[src/rtl/tetris_vga_pkg.sv]
// Shared colour types, palette and helpers for the Tetris board renderer.
package tetris_vga_pkg;

  localparam int unsigned RGB_W  = 12;
  localparam int unsigned CIDX_W = 3;
  localparam int unsigned PAL_N  = 8;
  localparam int unsigned CNT_W  = 8;

  typedef struct packed {
    logic [3:0] r;
    logic [3:0] g;
    logic [3:0] b;
  } rgb_t;

  localparam rgb_t BLACK      = 12'h000;
  localparam rgb_t GREY       = 12'h333;
  localparam rgb_t LIGHT_GREY = 12'hAAA;

  // Entry 0 is deliberately visible so an occupied cell with index 0 still shows.
  localparam rgb_t PALETTE [0:PAL_N-1] = '{
    LIGHT_GREY, 12'h0FF, 12'h00F, 12'hF80,
    12'hFF0,    12'hF0F, 12'h0F0, 12'hF00
  };

  // Halve every channel for the bevel edge.
  function automatic rgb_t dim(input rgb_t c);
    rgb_t d;
    d.r = {1'b0, c.r[3:1]};
    d.g = {1'b0, c.g[3:1]};
    d.b = {1'b0, c.b[3:1]};
    return d;
  endfunction

endpackage

[src/rtl/cell_locator.sv]
// Stage 1: tracks in-cell pixel offsets and cell indices with counters and flags board/frame windows.
module cell_locator
  import tetris_vga_pkg::*;
#(
  parameter int unsigned COLS = 10,
  parameter int unsigned ROWS = 20,
  parameter int unsigned CELL = 20,
  parameter int unsigned X0   = 220,
  parameter int unsigned Y0   = 40,
  localparam int unsigned XI_W  = $clog2(CELL),
  localparam int unsigned COL_W = (COLS > 1) ? $clog2(COLS) : 1,
  localparam int unsigned ROW_W = (ROWS > 1) ? $clog2(ROWS) : 1
) (
  input  logic             Clk,
  input  logic             Reset,
  input  logic             pix_en,
  input  logic [9:0]       hCount,
  input  logic [9:0]       vCount,
  input  logic             bright,
  output logic [XI_W-1:0]  xi,
  output logic [XI_W-1:0]  yi,
  output logic [COL_W-1:0] col,
  output logic [ROW_W-1:0] row,
  output logic             in_board,
  output logic             in_frame,
  output logic             bright_q
);

  localparam logic [9:0] BX0 = 10'(X0);
  localparam logic [9:0] BX1 = 10'(X0 + COLS * CELL - 1);
  localparam logic [9:0] BY0 = 10'(Y0);
  localparam logic [9:0] BY1 = 10'(Y0 + ROWS * CELL - 1);
  localparam logic [9:0] FX0 = 10'(X0 - 1);
  localparam logic [9:0] FX1 = 10'(X0 + COLS * CELL);
  localparam logic [9:0] FY0 = 10'(Y0 - 1);
  localparam logic [9:0] FY1 = 10'(Y0 + ROWS * CELL);

  localparam logic [XI_W-1:0]  XI_LAST  = XI_W'(CELL - 1);
  localparam logic [COL_W-1:0] COL_LAST = COL_W'(COLS - 1);
  localparam logic [ROW_W-1:0] ROW_LAST = ROW_W'(ROWS - 1);

  logic board_c;
  logic frame_c;

  always_comb begin
    board_c = (hCount >= BX0) && (hCount <= BX1) && (vCount >= BY0) && (vCount <= BY1);
    frame_c = (hCount >= FX0) && (hCount <= FX1) && (vCount >= FY0) && (vCount <= FY1);
  end

  // Indices saturate outside the board; in_board masks whatever they hold there.
  always_ff @(posedge Clk) begin
    if (Reset) begin
      xi       <= '0;
      yi       <= '0;
      col      <= '0;
      row      <= '0;
      in_board <= 1'b0;
      in_frame <= 1'b0;
      bright_q <= 1'b0;
    end else if (pix_en) begin
      if (hCount == BX0) begin
        xi  <= '0;
        col <= '0;
      end else if (xi == XI_LAST) begin
        xi <= '0;
        if (col != COL_LAST) col <= col + 1'b1;
      end else begin
        xi <= xi + 1'b1;
      end

      if (hCount == 10'd0) begin
        if (vCount == BY0) begin
          yi  <= '0;
          row <= '0;
        end else if (yi == XI_LAST) begin
          yi <= '0;
          if (row != ROW_LAST) row <= row + 1'b1;
        end else begin
          yi <= yi + 1'b1;
        end
      end

      in_board <= board_c;
      in_frame <= frame_c;
      bright_q <= bright;
    end
  end

endmodule

[src/rtl/tetris_board_renderer.sv]
// Pipelined board painter: frame snapshot of the board, cell locator, and palette/bevel/flash colour mux.
module tetris_board_renderer
  import tetris_vga_pkg::*;
#(
  parameter int unsigned COLS      = 10,
  parameter int unsigned ROWS      = 20,
  parameter int unsigned CELL      = 20,
  parameter int unsigned X0        = 220,
  parameter int unsigned Y0        = 40,
  parameter int unsigned V_ACTIVE  = 480,
  parameter int unsigned FLASH_BIT = 3
) (
  input  logic                          Clk,
  input  logic                          Reset,
  input  logic                          pix_en,
  input  logic [9:0]                    hCount,
  input  logic [9:0]                    vCount,
  input  logic                          bright,
  input  logic [ROWS*COLS-1:0]          board_occ,
  input  logic [CIDX_W*ROWS*COLS-1:0]   board_color,
  input  logic [ROWS-1:0]               flash_rows,
  input  logic                          border_en,
  output logic [RGB_W-1:0]              rgb,
  output logic                          frame_tick
);

  localparam int unsigned XI_W  = $clog2(CELL);
  localparam int unsigned COL_W = (COLS > 1) ? $clog2(COLS) : 1;
  localparam int unsigned ROW_W = (ROWS > 1) ? $clog2(ROWS) : 1;
  localparam logic [9:0]  SNAP_V = 10'(V_ACTIVE);

  if ((X0 + COLS * CELL + 1 > 639) || (Y0 + ROWS * CELL + 1 > V_ACTIVE - 1)) begin : g_bad_geom
    $error("tetris_board_renderer: board plus frame does not fit the active area");
  end
  if ((X0 == 0) || (Y0 == 0)) begin : g_bad_origin
    $error("tetris_board_renderer: X0 and Y0 must leave room for the 1-px frame");
  end
  if (CELL < 4) begin : g_bad_cell
    $error("tetris_board_renderer: CELL must be at least 4");
  end
  if (FLASH_BIT >= CNT_W) begin : g_bad_flash
    $error("tetris_board_renderer: FLASH_BIT exceeds frame counter width");
  end

  logic                    occ_sh [ROWS][COLS];
  logic [CIDX_W-1:0]       cidx_sh [ROWS][COLS];
  logic [ROWS-1:0]         flash_sh;
  logic [CNT_W-1:0]        frame_cnt;

  logic [XI_W-1:0]  xi;
  logic [XI_W-1:0]  yi;
  logic [COL_W-1:0] col;
  logic [ROW_W-1:0] row;
  logic             in_board;
  logic             in_frame;
  logic             bright_q;

  logic snap_c;
  assign snap_c = pix_en && (vCount == SNAP_V) && (hCount == 10'd0);

  cell_locator #(
    .COLS (COLS),
    .ROWS (ROWS),
    .CELL (CELL),
    .X0   (X0),
    .Y0   (Y0)
  ) u_loc (
    .Clk      (Clk),
    .Reset    (Reset),
    .pix_en   (pix_en),
    .hCount   (hCount),
    .vCount   (vCount),
    .bright   (bright),
    .xi       (xi),
    .yi       (yi),
    .col      (col),
    .row      (row),
    .in_board (in_board),
    .in_frame (in_frame),
    .bright_q (bright_q)
  );

  // Only this copy is drawn, so the picture never tears when game logic updates mid-frame.
  always_ff @(posedge Clk) begin
    if (Reset) begin
      for (int r = 0; r < ROWS; r++) begin
        for (int c = 0; c < COLS; c++) begin
          occ_sh[r][c]  <= 1'b0;
          cidx_sh[r][c] <= '0;
        end
      end
      flash_sh   <= '0;
      frame_cnt  <= '0;
      frame_tick <= 1'b0;
    end else begin
      frame_tick <= snap_c;
      if (snap_c) begin
        for (int r = 0; r < ROWS; r++) begin
          for (int c = 0; c < COLS; c++) begin
            occ_sh[r][c]  <= board_occ[r*COLS + c];
            cidx_sh[r][c] <= board_color[CIDX_W*(r*COLS + c) +: CIDX_W];
          end
        end
        flash_sh  <= flash_rows;
        frame_cnt <= frame_cnt + 1'b1;
      end
    end
  end

  rgb_t pix_c;
  rgb_t cell_c;
  logic show_c;

  // Stage-2 colour selection in priority order.
  always_comb begin
    pix_c  = BLACK;
    cell_c = PALETTE[cidx_sh[row][col]];
    show_c = in_board && occ_sh[row][col] && !(flash_sh[row] && frame_cnt[FLASH_BIT]);
    if (border_en && ((xi == '0) || (yi == '0))) cell_c = dim(cell_c);
    if (!bright_q)     pix_c = BLACK;
    else if (show_c)   pix_c = cell_c;
    else if (in_frame) pix_c = GREY;
    else               pix_c = BLACK;
  end

  always_ff @(posedge Clk) begin
    if (Reset)       rgb <= '0;
    else if (pix_en) rgb <= pix_c;
  end

endmodule

[config.mk]
export PLATFORM = sky130hd
export DESIGN_NAME = tetris_board_renderer
export DESIGN_NICKNAME = d
export VERILOG_FILES = /design/src/rtl/tetris_vga_pkg.sv /design/src/rtl/cell_locator.sv /design/src/rtl/tetris_board_renderer.sv
export SDC_FILE = /design/constraint.sdc
export NUM_CORES = 1
export LEC_CHECK = 0
export CAP_MARGIN = 10
export CORE_ASPECT_RATIO = 0.6
export CORE_MARGIN = 2
export CORE_UTILIZATION = 42
export DETAILED_ROUTE_END_ITERATION = 16
export PLACE_DENSITY = 0.68
export SYNTH_ARGS = -nofsm -noshare
export SYNTH_HDL_FRONTEND = slang
export SYNTH_SLANG_ARGS = --single-unit
[constraint.sdc]
create_clock -name Clk -period 63.8 [get_ports Clk]
set_input_delay 12.76 -clock Clk [delete_from_list [all_inputs] [get_ports Clk]]
set_output_delay 12.76 -clock Clk [all_outputs]
set_load 0.02 [all_outputs]
==> out/results.tsv <==
metric	value	unit
worst-margin pin slew	1.18	ns
die area	96800	sq um
DIE WIDTH	400	um
initial antenna violation count	54	
setup TNS	0	ns
initial core utilization	42.3	%
xor/xnor share of the synthesized area	0.354	%
Post-CTS Setup Bufs	0	
Synth Area in Adders	0.348	%
Bufs and invs on worst path	5	
crit path kind	in2reg	
simple logic cell fraction of the synthesized area	16.2	%
number of global-route vias before repair	25286	
all-layer global routing usage	25.1	%
Rel. slew slack	20.9	%
Congestion Overflow GR	0	
Worst Hold Slack	0.449	ns
Ys Warns	0	
CTS buffer count	83	
Max-Cap Viols	0	
Via Count	25042	
Worst-Skew Late Latency	0.66	ns
Cell variety after synth	81	
Synth area leaders	edfxtp_1 (61%), and2_1 (13%), mux4_2 (10%)	
syn_area_per_cell	14.9	sq um
PD cells	23.7	nW/um^2
first-pass GRT wire length	175000	um
outcome	complete, no violations	
clock period minus worst slack	18.56	ns
Final Cycle Share	29.1	%
Synth Area in Compound Gates	3.59	%
IO buf count	857	
Slew Viols, Final	0	
critical path endpoint category	register	
Top delay family on crit path	buffers and inverters	
core area	93600	sq um
largest family of logic cells by synthesized area	simple AND/OR/NAND/NOR gates	
CTS Hold Bufs	0	
Synth Instances	2653	
CTS sink count	864	
H-Tree Level Count	3	
commonest register cell after synthesis	edfxtp_1	
Finished Layout Cells	4785	
pin count of the biggest net entering global routing	292	
Reg2Reg Depth	11	
cell mode on critical path	buf_4	
VDD IR max	20.1	uV
area occupied by multi-input gates	13200	sq um
Root Buffer	clkbuf_16	
antenna-violating nets left	0	
cell-internal power	966	uW
crit path DAT	18.83	ns
Post-CTS Resized	0	
# IOs	858	
global placement routability congestion	0.845	
Yosys top cell area share	60.7	%
row count	87	
Crit path largest cell delay	0.93	ns
Final Setup Violations	0	
combinational cell fraction of total power	7.2	%
Critical Path Source Type	input port	
Hold Vio Cnt, Final	0	
Sequential Power Share	53.0	%
synthesized cell area	39600	sq um
worst r2r dst	rgb[5]$_SDFFE_PP0P_	
cell taking the most area after synthesis	edfxtp_1	
routed len/inst	25.7	um
EDFF count, synth	800	
Slowest-stage cell, CP	buf_4	
layout cell share with drive strength beyond 1	11.1	%
CTS tree	done	
DRT Wirelength	123000	um
r2r setup slk	57.89	ns
Clock Skews	0.0151	ns
RSZ-0062 raised after global routing	false	
register area	25300	sq um
initial DRC count	2375	
first drt pass iteration count	5	
switching portion of total power	21.2	%
Leak	17.5	nW
flops & latches, synth	864	
Max Freq	0.0539	GHz
register area share after synthesis	64.0	%
switching power	260	uW
Clk network pwr share	39.8	%
mux contribution to synthesized area	13.0	%
ys async rst share	0	%
HPWL after DPL	88500	um
routed vias/inst	5.23	
Hold Crit Class	reg2reg	
WP data required	64.07	ns
DR DRC count	0	
Hold Path Cell Cnt	2	
clk buf depth	3	
dpl cells	4606	
CP max FO	192	
hold path startpoint	flash_sh[18]$_SDFFE_PP0P_	
area grow syn2layout	30.8	%
Synth Net Count	3509	
Die Y	242	um
WHS Endpoint	flash_sh[18]$_SDFFE_PP0P_	
# nets final	4301	
critical path, cell by cell	clkdlybuf4s50_1 > inv_1 > nor2_1 > and4_1 > nand2b_1 > nand2b_4 > buf_4 > buf_12 > buf_4	
Worst-path clk slew	0.06	ns
Fillers	7653	
## logic make-up after synthesis
kind of cell	after synthesis
mux	279
fa+ha+maj	11
flops	864
buf+inv	199
simple gates	1089
compound gates	195
xor+xnor	16
## cells in the final DEF, fill, tap and decap left out, types with 18 or more instances in the layout
cell type / count
a21oi_1: 43
and2_1: 807
buf_4: 29
clkbuf_16: 86
clkdlybuf4s50_1: 857
clkinv_1: 20
dfxtp_1: 59
diode_2: 30
edfxtp_1: 800
mux2_2: 29
mux2i_1: 63
mux4_2: 182
nand2_1: 114
nor2_1: 60
nor2b_1: 18
o21ai_0: 22
## how the worst max path moves through the flow
stage	cells after the start	start	slack [ns]	endpoint
6_report	9	pix_en	45.25	cidx_sh[17][25]$_SDFFCE_PN0P_
4_1_cts	9	pix_en	45.34	cidx_sh[19][22]$_SDFFCE_PN0P_
5_1_grt	9	pix_en	44.80	cidx_sh[19][25]$_SDFFCE_PN0P_
2_1_floorplan	3	Reset	30.02	cidx_sh[0][0]$_SDFFCE_PN0P_
3_3_place_gp	9	pix_en	44.68	cidx_sh[18][19]$_SDFFCE_PN0P_
3_5_place_dp	9	pix_en	44.62	cidx_sh[17][22]$_SDFFCE_PN0P_
## layout make-up
class	count	area share [%]
diodes	30	0.145
flip-flops and latches	864	48.9
clock inverters	48	0.735
repair buffers	891	17.2
multi-input cells	1590	25.6
inverters	15	0.109
clock buffers	101	4.31
well taps	1246	3.01
## sequential cells by signal (all words and copies together) (netlist names), named ones only
name,flops
frame_tick,1
u_loc.in_frame,1
flash_sh,20
rgb,12
u_loc.xi,5
u_loc.row,5
cidx_sh,600
u_loc.yi,5
frame_cnt,4
u_loc.in_board,1
occ_sh,200
u_loc.col,4
u_loc.bright_q,1
## worst reg2reg max path, cell delays in order, from the launching register on
cell and delay, ns:
dfxtp_4 0.96, buf_4 0.79, buf_4 0.78, mux4_2 0.69, and2_1 0.20, a211oi_1 0.42, a311o_1 0.20, o311ai_0 0.19
nor4_2 0.93, o211ai_1 0.22, a221oi_1 0.33, a211oi_1 0.08
## power groups by stage
stage	clock network [mW]	logic (mW)	registers [mW]
2_1_floorplan	0	0.0227	0.682
3_3_place_gp	0	0.0886	0.661
3_5_place_dp	0	0.0884	0.662
4_1_cts	0.496	0.0890	0.650
5_1_grt	0.517	0.0932	0.653
6_report	0.488	0.0882	0.650
## synth_stat cells (all sizes together) (5+ instances only)
cell type / instances
clkbuf: 114
nand3: 14
a211oi: 15
a2111oi: 8
a31oi: 6
ha: 11
nor4: 11
a21oi: 43
xor2: 13
a41oi: 5
o31ai: 5
o221ai: 7
nand2b: 11
o211ai: 9
a221oi: 11
buf: 70
a311oi: 10
nand4: 14
nand2: 114
nor2b: 18
nor2: 61
o22ai: 13
a22oi: 6
mux2i: 63
o2111ai: 5
a221o: 6
and2: 808
mux4: 183
mux2: 33
nor3: 15
dfxtp: 64
edfxtp: 800
inv: 15
o21ai: 23
## routing by layer
| metal | global-route usage [%] | vias up | routed length [um] | share of wire, % |
|---|---|---|---|---|
| met3 | 8.13 | 204 | 10300 | 8.4 |
| met4 | 8.97 | 34 | 3750 | 3.1 |
| met2 | 40.4 | 892 | 59700 | 49 |
| li1 | - | 11456 | - | - |
| met5 | 0 | - | 230 | 0.19 |
| met1 | 31.8 | 12456 | 48900 | 40 |
## metrics by stage
step           area, sq um  util [%]  total power [mW]  setup slack, ns
2_1_floorplan        39600         -             0.705            30.02
3_3_place_gp         49100      52.4             0.750            44.68
3_5_place_dp         49100      52.4             0.751            44.62
4_1_cts              51700      55.2              1.24            45.34
5_1_grt              51700      55.3              1.26            44.80
6_report             51800      55.3              1.23            45.25
Power figures use the tool's default switching activity.
